==> config.mk <==
export PLATFORM = sky130hd
export DESIGN_NAME = instruction_fetch
export DESIGN_NICKNAME = d
export VERILOG_FILES = /design/src/rtl/tinycpu_pkg.sv /design/src/rtl/instruction_fetch.sv
export SDC_FILE = /design/constraint.sdc
export NUM_CORES = 1
export LEC_CHECK = 0
export CAP_MARGIN = 40
export CELL_PAD_IN_SITES_DETAIL_PLACEMENT = 1
export CELL_PAD_IN_SITES_GLOBAL_PLACEMENT = 1
export CORE_MARGIN = 5
export CORE_UTILIZATION = 42
export DETAILED_ROUTE_END_ITERATION = 8
export GPL_TIMING_DRIVEN = 0
export PLACE_DENSITY_LB_ADDON = 0.3
export SKIP_LAST_GASP = 1
export SYNTH_ARGS = -nofsm -noshare
export SYNTH_HDL_FRONTEND = slang
export SYNTH_SLANG_ARGS = --single-unit
==> constraint.sdc <==
create_clock -name clk -period 5.2 [get_ports clk]
set_clock_uncertainty 0.2 [all_clocks]
set_input_delay 1.04 -clock clk [delete_from_list [all_inputs] [get_ports clk]]
set_output_delay 1.04 -clock clk [all_outputs]
set_load 0.02 [all_outputs]
==> src/rtl/tinycpu_pkg.sv <==
// Shared definitions for the tinycpu front end: fetch FSM encodings,
// reset PC default and the instruction word width.
package tinycpu_pkg;

    localparam int unsigned INSTR_W          = 32;
    localparam logic [31:0] RESET_PC_DEFAULT = 32'h0000_0000;
    localparam logic [31:0] PC_STEP_DEFAULT  = 32'd4;

    typedef enum logic [1:0] {
        FETCH_ISSUE = 2'd0,
        FETCH_WAIT  = 2'd1,
        FETCH_HOLD  = 2'd2
    } fetch_state_e;

    // Branch targets are word aligned; the low two bits are simply dropped.
    function automatic logic [31:0] align_pc(input logic [31:0] pc);
        return pc & ~32'd3;
    endfunction

endpackage

==> src/rtl/instruction_fetch.sv <==
// Front pipeline stage: keeps the PC, fetches one word per instruction over a
// req/ack memory bus and hands it to the decoder with the DOR/ack handshake.
module instruction_fetch
    import tinycpu_pkg::*;
#(
    parameter logic [31:0] RESET_PC = RESET_PC_DEFAULT,
    parameter logic [31:0] PC_STEP  = PC_STEP_DEFAULT
) (
    input  logic               clk,
    input  logic               reset_n,
    output logic               imem_req,
    output logic [31:0]        imem_addr,
    input  logic               imem_ack,
    input  logic [INSTR_W-1:0] imem_data,
    input  logic               redirect_valid,
    input  logic [31:0]        redirect_pc,
    output logic               DOR,
    output logic [INSTR_W-1:0] data_out,
    output logic [31:0]        pc_out,
    input  logic               ack_from_next,
    output logic [31:0]        fetch_count
);

    fetch_state_e       state_q, state_d;
    logic [31:0]        pc_q, pc_d;
    logic [31:0]        pending_pc_q, pending_pc_d;
    logic               kill_q, kill_d;
    logic               imem_req_q, imem_req_d;
    logic [31:0]        imem_addr_q, imem_addr_d;
    logic               dor_q, dor_d;
    logic [INSTR_W-1:0] data_out_q, data_out_d;
    logic [31:0]        pc_out_q, pc_out_d;
    logic [31:0]        count_q, count_d;
    logic [31:0]        redirect_aligned;

    assign redirect_aligned = align_pc(redirect_pc);

    always_comb begin
        state_d      = state_q;
        pc_d         = pc_q;
        pending_pc_d = pending_pc_q;
        kill_d       = kill_q;
        imem_req_d   = imem_req_q;
        imem_addr_d  = imem_addr_q;
        dor_d        = dor_q;
        data_out_d   = data_out_q;
        pc_out_d     = pc_out_q;

        case (state_q)
            FETCH_ISSUE: begin
                imem_req_d  = 1'b1;
                imem_addr_d = pc_q;
                state_d     = FETCH_WAIT;
                if (redirect_valid) begin
                    pc_d        = redirect_aligned;
                    imem_addr_d = redirect_aligned;
                end
            end
            FETCH_WAIT: begin
                // The bus cannot be aborted, so a redirect only marks the word for discard.
                if (imem_ack) begin
                    imem_req_d = 1'b0;
                    if (kill_q || redirect_valid) begin
                        kill_d  = 1'b0;
                        pc_d    = redirect_valid ? redirect_aligned : pending_pc_q;
                        state_d = FETCH_ISSUE;
                    end else begin
                        data_out_d = imem_data;
                        pc_out_d   = pc_q;
                        pc_d       = pc_q + PC_STEP;
                        dor_d      = 1'b1;
                        state_d    = FETCH_HOLD;
                    end
                end else if (redirect_valid) begin
                    kill_d       = 1'b1;
                    pending_pc_d = redirect_aligned;
                end
            end
            FETCH_HOLD: begin
                if (ack_from_next || redirect_valid) begin
                    dor_d   = 1'b0;
                    state_d = FETCH_ISSUE;
                end
                if (redirect_valid) begin
                    pc_d = redirect_aligned;
                end
            end
            default: begin
                state_d = FETCH_ISSUE;
            end
        endcase
    end

    always_ff @(posedge clk or negedge reset_n) begin
        if (!reset_n) begin
            state_q      <= FETCH_ISSUE;
            pc_q         <= RESET_PC;
            pending_pc_q <= 32'd0;
            kill_q       <= 1'b0;
            imem_req_q   <= 1'b0;
            imem_addr_q  <= 32'd0;
            dor_q        <= 1'b0;
            data_out_q   <= '0;
            pc_out_q     <= 32'd0;
        end else begin
            state_q      <= state_d;
            pc_q         <= pc_d;
            pending_pc_q <= pending_pc_d;
            kill_q       <= kill_d;
            imem_req_q   <= imem_req_d;
            imem_addr_q  <= imem_addr_d;
            dor_q        <= dor_d;
            data_out_q   <= data_out_d;
            pc_out_q     <= pc_out_d;
        end
    end

    // A word counts as delivered only when the decoder acks it in HOLD.
    always_comb begin
        count_d = count_q;
        if (state_q == FETCH_HOLD && ack_from_next) begin
            count_d = count_q + 32'd1;
        end
    end

    always_ff @(posedge clk or negedge reset_n) begin
        if (!reset_n) begin
            count_q <= 32'd0;
        end else begin
            count_q <= count_d;
        end
    end

    assign imem_req    = imem_req_q;
    assign imem_addr   = imem_addr_q;
    assign DOR         = dor_q;
    assign data_out    = data_out_q;
    assign pc_out      = pc_out_q;
    assign fetch_count = count_q;

endmodule

==> flow_summary_export.csv, run 1 <==
group,metric,value,unit
global_route,gr_layer_usage_met2,42.54,%
pwr,power.density,511.9,nW/um2
die,initial_utilization,42.32,%
pwr,leakagePower,5.466,nW
sta,period_share,62.96,%
setup_path,critPathBufInv,3,
global_route,antenna_violations_before_repair,1,
setup_path,reg2reg_setup_slack,2.41,ns
setup_path,worst-endpoint-arrival,3.36,ns
worst_hold_path,timing.hold.worst.class,"input port to asynchronous set/reset pin",
setup_path,cpPeakStageDelay,0.59,ns
setup_path,worst-endpoint-required,5.29,ns
logic_synthesis,compound_gate_fraction_of_synth_area,9.134,%
clocking,worstSkewPairLatency,0.44,ns
place,post-place-cells,1399,
global_route,grt_pass1_vias,8599,
finish,finalInstanceArea,12150,um2
finish,layout_commonest_cell,"sky130_fd_sc_hd__nand2_1",
place,gpl.final_weighted_congestion,0.8435,
sta,period_minus_slack,3.274,ns
logic_synthesis,synth_xor_area_share,4.786,%
drt,first_iter_violations,538,
run,cap_viol_max_count,0,
clocking,htree_num_levels,4,
logic_synthesis,synth-simple-area-share,19.75,%
place,place_area,11530,um2
logic_synthesis,synth-edff-count,0,
global_route,grt_most_used_layer,"met2",
clocking,worst_setup_hold_path_clk_slew,0.07,ns
setup_path,cp_launch_point,"imem_ack",
setup_path,timing_worst_setup_path_type,"input port to register",
setup_path,crit_path_start_kind,"input port",
finish,diodes,0,
drt,drt-total-wl,30010,um
finish,finalNonFillerCells,1430,
logic_synthesis,seq_area_frac_synth,53.88,%
logic_synthesis,synth_mux_area_share,8.752,%
pwr,vdd_drop_max,0.0002809,V
global_route,global_route.usage.met1,31.96,%
drt,via_count,7932,
setup_path,rr_startpoint,"kill_q",
clocking,tritoncts,"yes",
clocking,cts_root_buffer,"sky130_fd_sc_hd__clkbuf_16",
logic_synthesis,syn_inst,920,
sta,setup_slack,1.926,ns
setup_path,cpLargestDelayFamily,"buffers and inverters",
die,io-pin-count,199,
setup_path,timing.reg2reg.worst_path_depth,5,
finish,syn2layout_area_growth,32.74,%
die,design.die.area,24840,um2
setup_path,worstSetupEndpointType,"register",
sta,tightest_slew,0.9201,ns
pwr,overall_power_after_layout,6.218,mW
sta,final_max_slew_viol_count,0,
clocking,clkSinkCount,197,
drt,antenna_violating_nets_post_route,0,
logic_synthesis,syn_avg_cell_area,9.946,um2
global_route,grt_overflow,0,
die,horiz_die_dim,157.6,um
clocking,post_cts_resized,0,
logic_synthesis,synth_area,9150,um2
logic_synthesis,synth_top_family_by_area,"simple AND/OR/NAND/NOR gates",
global_route,global_route.usage.met3,4.128,%
logic_synthesis,synth_seq_cells,197,
setup_path,critical_path.max_fanout,10,
drt,avgRoutedWirePerCell,20.98,um
clocking,cts_buffers,17,
finish,leading_cell_types_in_the_layout_fill_and_taps_excluded,"249 x sky130_fd_sc_hd__nand2_1, 197 x sky130_fd_sc_hd__dfrtp_1, 195 x sky130_fd_sc_hd__clkdlybuf4s50_1",
clocking,postCtsSetupRepairBufs,0,
sta,slew_headroom,38.15,%
setup_path,critical_path_depth,7,
sta,grt_setup_unrepaired,"false",
global_route,track_usage,24.88,%
logic_synthesis,synth_fp_nets,991,
drt,detailedRoute.firstPassIterationCount,5,
outcome,status,"completed",
setup_path,path_cells,"clkdlybuf4s50_1 > and3b_1 > clkbuf_1 > nand2_1 > clkbuf_1 > nand2_1 > o21ai_0",
finish,final_layout_size_suffix_gt1_share,8.783,%
logic_synthesis,asyncSetResetFlopFracSynth,100.0,%
setup_path,crit-reg2reg-capture,"pc_q[28]",
die,rows,54,
logic_synthesis,adder_cell_share_of_the_synthesized_area,0.2735,%
setup_path,crit_path_end,"pc_out[14]",
clocking,cts.path.max_buffers,2,
logic_synthesis,synthDistinctLibCells,62,
place,dpl.hpwl,21530,um
drt,drt_drc_violations_left,0,
finish,nets,1209,
die,overall_die_height,157.6,um
global_route,grt_start_max_net_pins,91,
sta,finalSetupViolCount,0,
setup_path,critical_path.slowest_cell,"sky130_fd_sc_hd__clkdlybuf4s50_1",
place,dpl_worst_slack,1.542,ns
drt,via_per_inst,5.547,
sta,fmax,305.4,MHz
logic_synthesis,synth-warning-count,0,
global_route,grt_first_pass_wirelength,47970,um
die,floorplan.core_area,21620,um2
place,buffer_ports.inserted,196,
logic_synthesis,most_used_flip_flop_cell_after_synthesis,"sky130_fd_sc_hd__dfrtp_1",
finish,postLayoutCoreUtil,56.17,%
sta,report.final.hold_viol_count,0,
clocking,postCtsHoldBufs,0,
area by class of cell:
class	instances	area (um2)
inverters	9	33.78
repair buffers	199	2033
multi-input cells	652	3906
clock buffers	18	439.2
plain buffers	62	280.3
clock inverters	13	172.7
fillers	2444	9475
well taps	280	350.3
flip-flops and latches	197	4930
flip-flops by register name, indices dropped and copies added, names as in the netlist:
name          cells
DOR               1
data_out         32
fetch_count      32
imem_addr        32
imem_req          1
kill_q            1
pc_out           32
pc_q             32
pending_pc_q     32
state_q           2
synthesized netlist by cell type (8+ instances only):
| cell type | instances | area share, % |
|---|---|---|
| sky130_fd_sc_hd__mux2i_1 | 44 | 4.8 |
| sky130_fd_sc_hd__o21ai_0 | 44 | 2.4 |
| sky130_fd_sc_hd__mux2_2 | 31 | 3.8 |
| sky130_fd_sc_hd__clkbuf_1 | 41 | 1.7 |
| sky130_fd_sc_hd__xnor2_1 | 28 | 2.7 |
| sky130_fd_sc_hd__dfrtp_1 | 197 | 54 |
| sky130_fd_sc_hd__nand4_1 | 14 | 0.96 |
| sky130_fd_sc_hd__a21oi_1 | 28 | 1.5 |
| sky130_fd_sc_hd__inv_1 | 9 | 0.37 |
| sky130_fd_sc_hd__nand2_1 | 249 | 10 |
| sky130_fd_sc_hd__xor2_1 | 22 | 2.1 |
| sky130_fd_sc_hd__a211oi_1 | 8 | 0.66 |
| sky130_fd_sc_hd__o221ai_1 | 20 | 1.9 |
| sky130_fd_sc_hd__buf_2 | 14 | 0.77 |
| sky130_fd_sc_hd__nand3_1 | 34 | 1.9 |
| sky130_fd_sc_hd__nor2_1 | 45 | 1.8 |
cell families (layout without fill, tap and decap cells):
family	Yosys count	count (layout)
multiplexers	76	76
buffers and inverters	71	301
XOR/XNOR	50	50
flip-flops	197	197
AO/OA/AOI/OAI	131	131
AND/OR/NAND/NOR	393	393
adder cells (fa/ha/maj)	2	2
worst reg2reg max path, delay by kind of cell (launching register included):
kind | cells | cell delay, ns
AO/OA/AOI/OAI | 1 | 0.23
buffers and inverters | 2 | 1.13
flip-flops | 1 | 0.37
AND/OR/NAND/NOR | 2 | 0.71
metal layers:
layer	up-vias	part of all wire [%]	wire length [um]
li1	3570	-	-
met1	4058	42	12470
met2	240	50	15020
met3	62	5.2	1575
met4	2	3.1	933
met5	-	0.043	13
through the flow:
step                      hold WS (ns)  setup TNS [ns]
after floorplan                 0.2574               0
after global placement          0.2584        -1142.62
after detailed placement        0.2661               0
after CTS                       0.2487               0
after global routing            0.2524               0
final                           0.2469               0
how the worst min path moves through the flow:
stage / to / depth (start not counted) / from
after global routing: data_out[23] / 1 / reset_n
after CTS: data_out[23] / 1 / reset_n
final: data_out[23] / 1 / reset_n
after floorplan: pending_pc_q[23] / 1 / pending_pc_q[23]
after detailed placement: pc_out[2] / 2 / pc_out[2]
after global placement: data_out[18] / 2 / data_out[18]
power breakdown:
| part | leakage (nW) | switching (mW) | total, mW | internal (mW) |
|---|---|---|---|---|
| logic | 2.68 | 1.32 | 2.38 | 1.05 |
| clock network | 0.297 | 0.632 | 1.41 | 0.779 |
| registers | 2.49 | 0.385 | 2.43 | 2.05 |
| total | 5.47 | 2.34 | 6.22 | 3.88 |
Note: power is estimated with default switching activity, not from simulation.
==> run 2, diff against run 1 <==
Settings changed: CORE_UTILIZATION 42 to 39.
Clock period 5.2 ns to 3.3 ns, I/O delays scaled along.
==> run 2 against run 1 <==
- combinational power up 56%
- first-iteration DRC count down 10%
- die area rose by 7.2%
- sequential share of layout area fell by 0.15 points
- utilization decreased by 3.8 points
- sequential cell count is the same
- wire length down 3.0%
- cell area rose by 0.36%
- count of clock-buffer cells in the layout increased by 3
- setup slack got worse by 1.7 ns
- global-route usage decreased by 2.6 points
- critical endpoint is now pc_q[19]
- largest power group unchanged
==> flow_summary_export.csv, run 2 (same netlist as run 1, synthesis figures left out) <==
group,metric,value,unit
outcome,status,"completed",
finish,layout_commonest_cell,"sky130_fd_sc_hd__nand2_1",
setup_path,cp_launch_point,"redirect_valid",
sta,final_max_slew_viol_count,0,
drt,drt_drc_violations_left,0,
clocking,htree_num_levels,4,
clocking,tritoncts,"yes",
sta,finalSetupViolCount,0,
die,rows,56,
die,io-pin-count,199,
global_route,grt_pass1_vias,8334,
finish,postLayoutCoreUtil,52.40,%
worst_hold_path,hold_path_startpoint,"data_out[15]",
global_route,antenna_violations_before_repair,1,
clocking,cts_root_buffer,"sky130_fd_sc_hd__clkbuf_16",
die,horiz_die_dim,163.2,um
die,floorplan.core_area,23260,um2
drt,drt-total-wl,29090,um
sta,report.final.hold_viol_count,0,
clocking,postCtsSetupRepairBufs,0,
setup_path,worst-endpoint-arrival,3.14,ns
setup_path,crit_path_frequent_cell,"sky130_fd_sc_hd__clkbuf_1",
place,buffer_ports.inserted,196,
run,cap_viol_max_count,0,
finish,final_layout_size_suffix_gt1_share,8.522,%
clocking,worst_setup_hold_path_clk_slew,0.07,ns
finish,leading_cell_types_in_the_layout_fill_and_taps_excluded,"249 x sky130_fd_sc_hd__nand2_1, 197 x sky130_fd_sc_hd__dfrtp_1, 195 x sky130_fd_sc_hd__clkdlybuf4s50_1",
drt,first_iter_violations,483,
clocking,postCtsHoldBufs,1,
setup_path,timing_worst_setup_path_type,"input port to register",
clocking,post_cts_resized,0,
global_route,track_usage,22.33,%
die,overall_die_height,163.2,um
clocking,cts_buffers,17,
sta,grt_setup_unrepaired,"false",
setup_path,crit_path_start_kind,"input port",
worst_hold_path,timing.hold.worst.class,"register to register",
sta,tightest_slew,0.8390,ns
sta,fmax,330.0,MHz
die,initial_utilization,39.33,%
setup_path,cpPeakStageDelay,0.67,ns
pwr,clock_network_power_share,22.5,%
pwr,overall_power_after_layout,9.703,mW
setup_path,cpLargestDelayFamily,"buffers and inverters",
drt,detailedRoute.firstPassIterationCount,5,
setup_path,worst-endpoint-required,3.41,ns
finish,syn2layout_area_growth,33.21,%
setup_path,worstSetupEndpointType,"register",
sta,slew_headroom,43.60,%
drt,via_per_inst,5.222,
finish,nets,1209,
setup_path,reg2reg_setup_slack,0.57,ns
setup_path,critical_path.max_fanout,10,
pwr,net_switching,3.587,mW
drt,avgRoutedWirePerCell,19.79,um
sta,period_minus_slack,3.031,ns
die,design.die.area,26620,um2
place,dpl.hpwl,21220,um
pwr,p_int,6.116,mW
pwr,vdd_drop_max,0.0003686,V
pwr,switching_share,36.97,%
pwr,logic_gate_share_of_total_power,38.2,%
global_route,grt_start_max_net_pins,82,
pwr,leakagePower,5.457,nW
place,gpl.final_weighted_congestion,0.8327,
clocking,cts.path.max_buffers,2,
clocking,worstSkewPairLatency,0.44,ns
setup_path,path_cells,"clkdlybuf4s50_1 > or2_1 > clkbuf_1 > nor2_2 > clkbuf_1 > nand2_1 > mux2i_1 > a21oi_1",
global_route,grt_first_pass_wirelength,46660,um
drt,via_count,7676,
sta,setup_slack,0.2693,ns
setup_path,critPathBufInv,3,
global_route,grt_overflow,0,
setup_path,critical_path.slowest_cell,"sky130_fd_sc_hd__clkbuf_1",
sta,period_share,91.84,%
pwr,seq_power_share,39.3,%
pwr,power.density,796.1,nW/um2
place,dpl_worst_slack,-0.1636,ns
clocking,clkSinkCount,197,
setup_path,rr_startpoint,"state_q[1]",
drt,antenna_violating_nets_post_route,0,
-- run 2: metrics by stage --
stage	area (um2)	cells	hold WS, ns	setup TNS (ns)
after floorplan	9150	920	0.1644	0
after global placement	11510	1435	0.2581	-1447.82
after detailed placement	11570	1437	0.2625	-0.1636
after CTS	12190	1469	0.2799	0
after global routing	12190	1470	0.3020	0
final	12190	1470	0.2737	0
-- run 2: cell type report --
cell class	instances	area, um2
buffer	62	280.3
tap	319	399.1
timing repair buffer	199	2032
fill	2633	11070
clock inverter	10	145.1
sequential	197	4930
multi-input combinational	652	3906
clock buffer	21	460.4
antenna	1	2.502
inverter	9	33.78
-- run 2: final timing paths --
kind / to / cells past startpoint
worst max-delay path: pc_q[19] / 8
worst min-delay path: data_out[15] / 2
worst max register to register: pc_q[19] / 7
worst min register to register: data_out[15] / 2
max in group asynchronous: imem_addr[2] / 4
min in group asynchronous: data_out[26] / 2
-- run 2: metal layers --
| layer | global-route usage (%) | up-vias | part of all wire (%) |
|---|---|---|---|
| li1 | - | 3570 | - |
| met4 | 6.176 | 0 | 1.8 |
| met1 | 29.19 | 3862 | 42 |
| met2 | 38.47 | 209 | 51 |
| met3 | 3.760 | 35 | 5.2 |
| met5 | 0 | - | 0 |
-- run 2: tightest hold or removal path, delay by kind of cell (launching register included) --
family	cells	cell delay, ns
simple gates	2	0.10
flops	1	0.34
-- run 2: power groups by stage --
stage	Combinational, mW	Clock, mW	Sequential (mW)
3_5_place_dp	3.73	0	3.85
5_1_grt	4.01	2.32	3.92
4_1_cts	3.76	2.22	3.81
2_1_floorplan	1.29	0	4.41
6_report	3.71	2.18	3.81
3_3_place_gp	3.65	0	3.81
==> run 3, diff against run 2 <==
Settings changed: CORE_UTILIZATION 39 to 30.
==> run 3 against run 2 <==
- via count down 0.53%
- wire length up 3.6%
- utilization fell by 12 points
- total power is 0.67% lower
- cell count is 5.3% higher
- maximum frequency up 2.2%
- critical path type unchanged
- clock power shrank 3%
- critical endpoint is now pc_q[25]
- largest cell class unchanged
- non-clock buffer count increased by 1
==> flow_summary_export.csv, run 3 (same netlist as run 1, synthesis figures left out) <==
group,metric,value,unit
pwr,switching_share,37.63,%
clocking,clkSinkCount,197,
place,buffer_ports.inserted,196,
finish,finalInstanceArea,12270,um2
pwr,logic_gate_share_of_total_power,38.4,%
finish,layout_commonest_cell,"sky130_fd_sc_hd__nand2_1",
sta,final_max_slew_viol_count,0,
clocking,htree_num_levels,4,
sta,period_share,89.86,%
pwr,clock_network_power_share,22.0,%
pwr,leakagePower,5.458,nW
setup_path,worst-endpoint-arrival,3.03,ns
setup_path,crit_path_start_kind,"input port",
drt,detailedRoute.firstPassIterationCount,5,
global_route,grt_start_max_net_pins,78,
drt,antenna_violating_nets_post_route,0,
drt,first_iter_violations,446,
global_route,antenna_violations_before_repair,1,
sta,finalSetupViolCount,0,
finish,leading_cell_types_in_the_layout_fill_and_taps_excluded,"249 x sky130_fd_sc_hd__nand2_1, 197 x sky130_fd_sc_hd__dfrtp_1, 195 x sky130_fd_sc_hd__clkdlybuf4s50_1",
drt,drt-total-wl,30150,um
outcome,status,"completed",
clocking,worst_setup_hold_path_clk_slew,0.07,ns
finish,postLayoutCoreUtil,40.43,%
sta,grt_setup_unrepaired,"false",
drt,drt_drc_violations_left,0,
pwr,net_switching,3.627,mW
run,cap_viol_max_count,0,
pwr,power.density,785.5,nW/um2
die,overall_die_height,184.6,um
sta,tightest_slew,0.9891,ns
finish,syn2layout_area_growth,34.10,%
drt,via_count,7635,
finish,diodes,0,
place,place_area,11680,um2
drt,avgRoutedWirePerCell,19.48,um
place,gpl.final_weighted_congestion,0.8151,
finish,final_layout_size_suffix_gt1_share,8.767,%
die,design.die.area,34090,um2
place,dpl.hpwl,22080,um
sta,slew_headroom,33.51,%
clocking,worstSkewPairLatency,0.44,ns
global_route,track_usage,17.70,%
global_route,grt_pass1_vias,8023,
global_route,grt_first_pass_wirelength,46930,um
die,initial_utilization,30.15,%
pwr,vdd_drop_max,0.0003942,V
die,rows,64,
die,io-pin-count,199,
pwr,p_int,6.011,mW
worst_hold_path,timing.hold.worst.class,"register to register",
clocking,cts_root_buffer,"sky130_fd_sc_hd__clkbuf_16",
sta,fmax,337.2,MHz
pwr,overall_power_after_layout,9.638,mW
clocking,cts_buffers,17,
sta,period_minus_slack,2.965,ns
drt,via_per_inst,4.932,
finish,nets,1210,
setup_path,worst-endpoint-required,3.37,ns
setup_path,worstSetupEndpointType,"register",
setup_path,timing_worst_setup_path_type,"input port to register",
setup_path,critical_path.max_fanout,10,
pwr,seq_power_share,39.5,%
die,horiz_die_dim,184.6,um
die,floorplan.core_area,30350,um2
clocking,tritoncts,"yes",
clocking,cts.path.max_buffers,2,
sta,report.final.hold_viol_count,0,
global_route,grt_overflow,0,
==> run 3: changes by cell type in the layout (fill, tap and decap cells not counted) <==
cell / before / now
sky130_fd_sc_hd__buf_6: 2 / 3
sky130_fd_sc_hd__clkinvlp_4: 2 / 1
sky130_fd_sc_hd__clkbuf_1: 43 / 42
sky130_fd_sc_hd__diode_2: 1 / 0
sky130_fd_sc_hd__clkinv_4: 2 / 4
sky130_fd_sc_hd__inv_6: 2 / 4
sky130_fd_sc_hd__clkinv_2: 1 / 3
sky130_fd_sc_hd__bufinv_16: 3 / 2
sky130_fd_sc_hd__clkbuf_8: 2 / 0
==> run 3: power by group through the flow <==
| stage | sequential [mW] | clock [mW] | combinational, mW |
|---|---|---|---|
| 2_1_floorplan | 4.41 | 0 | 1.29 |
| 3_5_place_dp | 3.85 | 0 | 3.74 |
| 3_3_place_gp | 3.83 | 0 | 3.66 |
| 6_report | 3.81 | 2.12 | 3.70 |
| 5_1_grt | 3.92 | 2.28 | 4.01 |
| 4_1_cts | 3.82 | 2.19 | 3.77 |
==> run 3: layer usage <==
metal | wire length, um | vias to the layer above | GRT usage, %
li1 | - | 3571 | -
met1 | 13900 | 3836 | 24.34
met2 | 14410 | 199 | 29.45
met3 | 1442 | 27 | 2.901
met4 | 385 | 2 | 4.140
met5 | 9 | - | 0
==> run 3: repair_timing <==
item	in CTS	in global routing
buffers inserted	0	0
endpoints found under the hold margin	52	0
setup endpoints to repair	0	0
hold buffers	1	0
gates resized for setup	0	0
==> run 3: critical path, cell delays in order <==
cell and delay (ns):
sky130_fd_sc_hd__clkdlybuf4s50_1 0.52, sky130_fd_sc_hd__and3b_1 0.23, sky130_fd_sc_hd__clkbuf_1 0.23, sky130_fd_sc_hd__nand2_1 0.46, sky130_fd_sc_hd__clkbuf_1 0.66, sky130_fd_sc_hd__o221ai_1 0.26
==> run 3: path summary, 6_finish.rpt <==
kind | endpoint | start | cells after the start | slack (ns)
setup / recovery | pc_q[25] | imem_ack | 6 | 0.33
hold / removal | pc_out[3] | pc_out[3] | 2 | 0.28
setup reg to reg | pc_q[25] | kill_q | 5 | 0.40
hold reg to reg | pc_out[3] | pc_out[3] | 2 | 0.28
max in group asynchronous | imem_addr[4] | reset_n | 4 | 1.26
min in group asynchronous | data_out[14] | reset_n | 2 | 0.52
==> run 3: area by class of cell <==
type | count | area (um2)
flip-flops and latches | 197 | 4930
inverters | 9 | 33.78
plain buffers | 62 | 280.3
well taps | 396 | 495.5
multi-input cells | 652 | 3906
clock inverters | 14 | 152.6
clock buffers | 18 | 429.2
repair buffers | 200 | 2043
fillers | 3429 | 18080
==> run 3: per-stage QoR <==
step | std cells | setup WS [ns] | hold WS, ns | setup TNS [ns]
global route | 1548 | 0.2120 | 0.3059 | 0
floorplan | 920 | 1.170 | 0.1644 | 0
detailed placement | 1515 | -0.02916 | 0.2638 | -0.07252
global placement | 1512 | -7.567 | 0.2573 | -1488.69
finish | 1548 | 0.3348 | 0.2778 | 0
CTS | 1548 | 0.3287 | 0.2822 | 0
